**src/rtl/sap1_pkg.sv**
```systemverilog
// Shared definitions for the SAP-1 control sequencer: opcodes, control-word
// bit positions and the one-hot T-state encoding.
package sap1_pkg;

  localparam int T_COUNT = 6;
  localparam int CTRL_W  = 12;

  // Upper nibble of the instruction register
  localparam logic [3:0] OP_LDA = 4'b0000;
  localparam logic [3:0] OP_ADD = 4'b0001;
  localparam logic [3:0] OP_SUB = 4'b0010;
  localparam logic [3:0] OP_OUT = 4'b1110;
  localparam logic [3:0] OP_HLT = 4'b1111;

  // Bit positions inside the control word {Cp,Ep,Lm,Ce,Li,Ei,La,Ea,Su,Eu,Lb,Lo}
  localparam int CTRL_CP = 11;
  localparam int CTRL_EP = 10;
  localparam int CTRL_LM = 9;
  localparam int CTRL_CE = 8;
  localparam int CTRL_LI = 7;
  localparam int CTRL_EI = 6;
  localparam int CTRL_LA = 5;
  localparam int CTRL_EA = 4;
  localparam int CTRL_SU = 3;
  localparam int CTRL_EU = 2;
  localparam int CTRL_LB = 1;
  localparam int CTRL_LO = 0;

  // One-hot ring states; all-zero is the post-reset idle state
  typedef enum logic [T_COUNT-1:0] {
    T_IDLE = 6'b000000,
    T1     = 6'b000001,
    T2     = 6'b000010,
    T3     = 6'b000100,
    T4     = 6'b001000,
    T5     = 6'b010000,
    T6     = 6'b100000
  } t_state_e;

  // Control word with a single bit set at the given position
  function automatic logic [CTRL_W-1:0] cbit(input int idx);
    return CTRL_W'(1) << idx;
  endfunction

endpackage

```
**src/rtl/sap1_ring_counter.sv**
```systemverilog
// Idle/one-hot T-state ring. Leaves idle on the first enabled edge, then
// rotates T1..T6 while run is high; freeze parks it in place (halt).
module sap1_ring_counter
  import sap1_pkg::*;
#(
  parameter int NUM_T = T_COUNT
) (
  input  logic     clk,
  input  logic     rst_n,
  input  logic     run,
  input  logic     freeze,
  output t_state_e t_state
);

  t_state_e           state_reg;
  logic [T_COUNT-1:0] rot;

  // Rotate-left by one position: T6 wraps back to T1
  for (genvar gi = 0; gi < NUM_T; gi++) begin : g_rot
    assign rot[gi] = state_reg[(gi + NUM_T - 1) % NUM_T];
  end

  // Step the ring; run low or freeze high holds the current state
  always_ff @(posedge clk or negedge rst_n) begin
    if (!rst_n) begin
      state_reg <= T_IDLE;
    end else if (run) begin
      if (state_reg == T_IDLE) begin
        state_reg <= T1;
      end else if (!freeze) begin
        state_reg <= t_state_e'(rot);
      end
    end
  end

  assign t_state = state_reg;

endmodule

```
**src/rtl/sap1_controller.sv**
```systemverilog
// SAP-1 control sequencer: T-state ring plus combinational decode of the
// current T-state and IR opcode into the 12-bit bus control word.
module sap1_controller
  import sap1_pkg::*;
#(
  parameter int NUM_T = T_COUNT
) (
  input  logic              clk,
  input  logic              rst_n,
  input  logic              run,
  input  logic [3:0]        opcode,
  output logic [CTRL_W-1:0] ctrl,
  output logic [NUM_T-1:0]  t_state,
  output logic              halted,
  output logic              instr_done
);

  t_state_e          ring_state;
  logic              halted_reg;
  logic              halt_now;
  logic [CTRL_W-1:0] ctrl_next;

  // HLT in T4: the ring must not leave T4 on this edge
  assign halt_now = (ring_state == T4) && (opcode == OP_HLT);

  sap1_ring_counter #(
    .NUM_T (NUM_T)
  ) u_ring (
    .clk     (clk),
    .rst_n   (rst_n),
    .run     (run),
    .freeze  (halted_reg | halt_now),
    .t_state (ring_state)
  );

  // Sticky halt flag, set on the edge that ends T4 of HLT; only reset clears it
  always_ff @(posedge clk or negedge rst_n) begin
    if (!rst_n) begin
      halted_reg <= 1'b0;
    end else if (run && halt_now) begin
      halted_reg <= 1'b1;
    end
  end

  // Microcode decode; kept combinational because the IR loads on the edge entering T4
  always_comb begin
    ctrl_next = '0;
    if (run && !halted_reg) begin
      case (ring_state)
        T1: ctrl_next = cbit(CTRL_EP) | cbit(CTRL_LM);
        T2: ctrl_next = cbit(CTRL_CP);
        T3: ctrl_next = cbit(CTRL_CE) | cbit(CTRL_LI);
        T4: begin
          case (opcode)
            OP_LDA, OP_ADD, OP_SUB: ctrl_next = cbit(CTRL_EI) | cbit(CTRL_LM);
            OP_OUT:                 ctrl_next = cbit(CTRL_EA) | cbit(CTRL_LO);
            default:                ctrl_next = '0;
          endcase
        end
        T5: begin
          case (opcode)
            OP_LDA:         ctrl_next = cbit(CTRL_CE) | cbit(CTRL_LA);
            OP_ADD, OP_SUB: ctrl_next = cbit(CTRL_CE) | cbit(CTRL_LB);
            default:        ctrl_next = '0;
          endcase
        end
        T6: begin
          case (opcode)
            OP_ADD:  ctrl_next = cbit(CTRL_EU) | cbit(CTRL_LA);
            OP_SUB:  ctrl_next = cbit(CTRL_EU) | cbit(CTRL_LA) | cbit(CTRL_SU);
            default: ctrl_next = '0;
          endcase
        end
        default: ctrl_next = '0;
      endcase
    end
  end

  assign ctrl       = ctrl_next;
  assign t_state    = ring_state;
  assign halted     = halted_reg;
  assign instr_done = run && !halted_reg && (ring_state == T6);

endmodule

```
**config.mk**
```make
export PLATFORM = sky130hd
export DESIGN_NAME = sap1_controller
export DESIGN_NICKNAME = d
export VERILOG_FILES = /design/src/rtl/sap1_pkg.sv /design/src/rtl/sap1_ring_counter.sv /design/src/rtl/sap1_controller.sv
export SDC_FILE = /design/constraint.sdc
export NUM_CORES = 1
export LEC_CHECK = 0
export BUFFER_PORTS_ARGS = -buffer_cell sky130_fd_sc_hd__buf_2
export CAP_MARGIN = 20
export CORE_MARGIN = 10
export CORE_UTILIZATION = 30
export DETAILED_ROUTE_END_ITERATION = 6
export GPL_TIMING_DRIVEN = 0
export SYNTH_ARGS = -nofsm -noshare
export SYNTH_HDL_FRONTEND = slang
export SYNTH_SLANG_ARGS = --single-unit
export TNS_END_PERCENT = 5
```
**constraint.sdc**
```tcl
create_clock -name clk -period 1.19 [get_ports clk]
set_input_delay 0.0595 -clock clk [delete_from_list [all_inputs] [get_ports clk]]
set_output_delay 0.0595 -clock clk [all_outputs]
set_load 0.02 [all_outputs]
```
# Yosys cells after proc, flatten, opt, wreduce, memory -nomap -nowiden
# Index checks and enable logic that the tools add are counted.
# Widths: inputs -> output; s select.
# word_totals
word_cells	31
reg_bits	7
in_bits	7
out_inout_bits	20
# classes
bitwise_logic	1
eq_ne	11
n_reduce_logical	10
n_mux	7
# op_table
op	count
$pmux 12 s6	1
$pmux 10 s2	1
$pmux 9 s2	1
$mux 12	1
$mux 6	2
$pmux 6 s2	1
$eq 4x4->1 const B	2
$eq 6x1->1 const B	1
$eq 6x2->1 const B	1
$eq 6x3->1 const B	1
$eq 6x4->1 const B	1
$eq 6x5->1 const B	1
$eq 6x6->1 const B	1
$logic_not 6->1	1
$eq 4x1->1 const B	1
$eq 4x2->1 const B	1
$logic_and 1x1->1	4
$logic_not 4->1	1
$reduce_or 3->1	1
$ne 2x2->1 const B	1
$reduce_and 2->1	1
$reduce_or 2->1	1
$logic_not 1->1	1
$or 1x1->1	1

# Longest topological paths before layout
# logic_depth
word_depth	5
depth_mapped	5

# Hierarchy
# From an unflattened synthesis, not the netlist that was laid out.
# unflattened
cells_unflattened	56
area_unflattened_um2	554.3
# modules_own_cells
module	area_per_inst_um2	n_inst	cells_each	seq_area_each_um2
sap1_controller	284.0	1	38	25.0
sap1_ring_counter	270.3	1	18	150.1

# Worst setup path after synthesis
# Ideal clock, no wire load.
# synth_path
kind	register -> output
from	register u_ring.state_reg[5] (netlist: u_ring.t_state[5])
to	output port ctrl[4]
required_ps	1131
n_path_buf	1
arrival_ps	1829
slack_ps	-699
stages_incl_launch_ff	5
cell_sequence	dfrtp_1 -> nor4_4 -> nand3_1 -> nor3_1 -> buf_4
# synth_between
elab_chain_len	3
# synth_rtl
item	line	source
start, declared	sap1_ring_counter.sv:15	t_state_e state_reg;
start signal, assigned	sap1_ring_counter.sv:31	state_reg <= t_state_e'(rot);
$eq 6x6->1, or another cell as far along	sap1_controller.sv:49	case (ring_state)
$pmux 12 s6 *	sap1_controller.sv:49	
$mux 12 *	sap1_controller.sv:48	if (run && !halted_reg) begin
end, declared	sap1_controller.sv:12	output logic [CTRL_W-1:0] ctrl,
# Every way passes the cells marked *; elsewhere a longest branch is shown, timed or not.

# Final worst setup path
# layout_path
from	register halted_reg (netlist: halted)
to	output port ctrl[8]
# layout_between
elab_chain_len	3
# layout_rtl
item	line	source
start, declared	sap1_controller.sv:19	logic halted_reg;
start signal, assigned	sap1_controller.sv:39	halted_reg <= 1'b0;
start signal, assigned	sap1_controller.sv:41	halted_reg <= 1'b1;
$logic_not 1->1	sap1_controller.sv:48	
$logic_and 1x1->1	sap1_controller.sv:48	
$mux 12	sap1_controller.sv:48	
# No other way between the ends.

==> results.json <==
{
  "syn_inst": 62,
  "sequentialPowerShare": 0.281,
  "synthSimpleGateAreaFrac": 0.4580,
  "grt_pass1_wl_um": 2566,
  "fmax_mhz": 623.8,
  "intPower_w": 0.001032,
  "cp_max_fo": 10,
  "h-tree-depth": 1,
  "globalRouteOverflowTotal": 0,
  "synth_top_family_by_area": "simple AND/OR/NAND/NOR gates",
  "rsz0062_at_grt": "true",
  "relSlewSlack": 0.7270,
  "port_buffers": 26,
  "ys_ff_latch": 7,
  "largest_reg_flops": 6,
  "r2r-end": "u_ring.t_state[4]",
  "setup_viol": 19,
  "status": "finished, violations left",
  "p_leak_nw": 0.4429,
  "firstDrtPassIters": 4,
  "rrSetupSlack_ps": -220,
  "p_total_w": 0.001905,
  "vias_per_cell": 4.935,
  "stdcell_area_um2": 960.9,
  "clockBufferDepth": 2,
  "clockRootBuffer": "clkbuf_4",
  "finalWirelength_um": 1753,
  "clkTransAtPathRegs_ps": 40,
  "cts_sinks": 7,
  "synthAdderAreaFrac": 0,
  "final_common_cell": "buf_4",
  "yosys.cell_types.count": 28,
  "rows": 15,
  "grt_antenna_before_repair": 0,
  "power_frac_comb": 0.614,
  "crit_arrival_ps": 1540,
  "synth-compound-area-share": 0.1031,
  "yosysWarnings": 0,
  "ios": 27,
  "hold_viol_final": 0,
  "skew_ps": 1.884,
  "grt_usage": 0.08819,
  "finalCriticalPeriod_ps": 1603,
  "synth_xor_area_frac": 0.01679,
  "power_density_nw_per_um2": 1982,
  "gp_congestion": 0.7000,
  "wl_per_cell_um": 14.25,
  "synth-edff-count": 0,
  "synth_seq_area_share": 0.3357,
  "antennaDiodeCount": 0,
  "grt_max_degree": 11,
  "end_kind": "output port",
  "nFillCells": 150,
  "final_cell_mix": "21 x buf_4, 13 x buf_2, 7 x buf_6, 7 x dfrtp_2, 6 x nor2_1",
  "nets": 114,
  "start_kind": "flop",
  "syn_to_final_growth_pct": 84.17,
  "timing.rr.start": "u_ring.t_state[1]",
  "drive_above_1_share": 0.6698,
  "tightest_slew_ps": 406.6,
  "cp.required_ps": 1130,
  "synthArstFlopShare": 1.000,
  "initial_utilization": 0.3089,
  "clock_latency_ps": 240,
  "drv_cap": 0,
  "fin_crit_sh": 1.347,
  "synth_flop_cell": "dfrtp_1",
  "drt_iter0_markers": 8,
  "p_sw_frac": 0.4580,
  "placed_cell_area_um2": 740.7,
  "dr_total_vias": 607,
  "numCtsBuffers": 3,
  "critPathKind": "flop to output port",
  "synth_area_um2": 521.8,
  "die_h_um": 61.71,
  "switching_power_w": 0.0008722,
  "reg2reg_depth": 4,
  "ir_drop_mv": 1.020,
  "report.final.slew_viol_count": 0,
  "grt_pass1_vias": 601,
  "hold_path_class": "input pin to flop",
  "drtAntennaViolNets": 0,
  "route.detailed.drc": 0,
  "tritoncts": "built",
  "hold_depth": 2,
  "synthesis.nets": 69,
  "pwr-share-clk": 0.105,
  "min_from": "run",
  "die_area_um2": 3808,
  "die_w_um": 61.71,
  "synth_mux_area_frac": 0.04317,
  "fin_ws_ps": -413.0,
  "violations": "setup timing",
  "syn_area_per_cell_um2": 8.415,
  "core_um2": 1689,
  "holdPathEnd": "halted"
}
==> synth_stat cells (2+ instances only) <==
cell type / number / share of area
o21ai_0: 2 / 0.019
nand2_1: 6 / 0.043
nor2_1: 8 / 0.058
nor3_1: 5 / 0.048
inv_1: 2 / 0.014
nand3_1: 4 / 0.038
mux2_2: 2 / 0.043
and2b_1: 2 / 0.029
dfrtp_1: 7 / 0.34
buf_4: 2 / 0.029
nor2b_1: 2 / 0.024
nand2b_1: 4 / 0.048
==> worst max path at each step <==
stage	from	to	slack [ps]	cells past startpoint
6_report	halted	ctrl[8]	-410	5
5_1_grt	u_ring.t_state[4]	ctrl[4]	-510	5
4_1_cts	halted	ctrl[1]	-450	5
3_5_place_dp	u_ring.t_state[0]	ctrl[1]	-420	4
3_3_place_gp	u_ring.t_state[0]	ctrl[1]	-430	4
2_1_floorplan	u_ring.t_state[0]	ctrl[2]	-280	3
==> power by group through the flow <==
stage | clock network [W] | registers [W] | logic (W)
floorplan | 0 | 0.000659 | 0.000424
global route | 0.000229 | 0.000549 | 0.00127
detailed placement | 0 | 0.000584 | 0.000756
CTS | 0.000214 | 0.000568 | 0.000918
global placement | 0 | 0.000579 | 0.000755
finish | 0.000200 | 0.000535 | 0.00117
==> cells by family after synthesis <==
logic type / count (synthesis)
buffers and inverters: 4
xor gates and xnor gates: 1
and+or+nand+nor: 40
DFF: 7
AOI/OAI and AO/OA: 8
muxes: 2
==> worst max-delay path: stages, from the launching register on <==
cell and delay (ps):
dfrtp_2 390, and2b_2 250, buf_6 150, nand3_2 110
o32ai_2 210, buf_4 180
==> routing by layer <==
layer	up-vias	GRT usage	routed length (µm)
met5	-	0	0
met4	0	0.05096	9
met3	2	0.02439	166
met2	17	0.1508	847
met1	277	0.09518	730
li1	311	-	-
==> per-stage QoR <==
| stage | TNS, ps | cells | utilization | hold slack [ps] | setup WS, ps |
|---|---|---|---|---|---|
| floorplan | -3312 | 62 | - | -236.1 | -284.8 |
| global placement | -4085 | 105 | 0.4385 | -105.9 | -431.1 |
| detailed placement | -4074 | 105 | 0.4385 | -104.0 | -422.3 |
| CTS | -5640 | 114 | 0.5163 | 58.26 | -445.9 |
| global route | -6687 | 123 | 0.5689 | 68.92 | -514.2 |
| finish | -5228 | 123 | 0.5689 | 68.59 | -413.0 |
==> area by class of cell <==
type / count / area, µm² / area share
tap: 17 / 21.27 / 0.02214
multi-input combinational: 51 / 410.4 / 0.4271
buffer: 2 / 22.52 / 0.02344
inverter: 2 / 7.507 / 0.007812
clock buffer: 4 / 26.28 / 0.02734
timing repair buffer: 40 / 289.0 / 0.3008
sequential: 7 / 183.9 / 0.1914
==> what timing repair did <==
action                                  CTS  global route
pin swaps                                11             3
hold buffers                              1             0
endpoints found under the setup margin   18            18
endpoints found under the hold margin     7             0
buffers inserted                          4             9
gates resized for setup                  22             8
cloned                                    0             0
(Power assumes the default switching activity.)
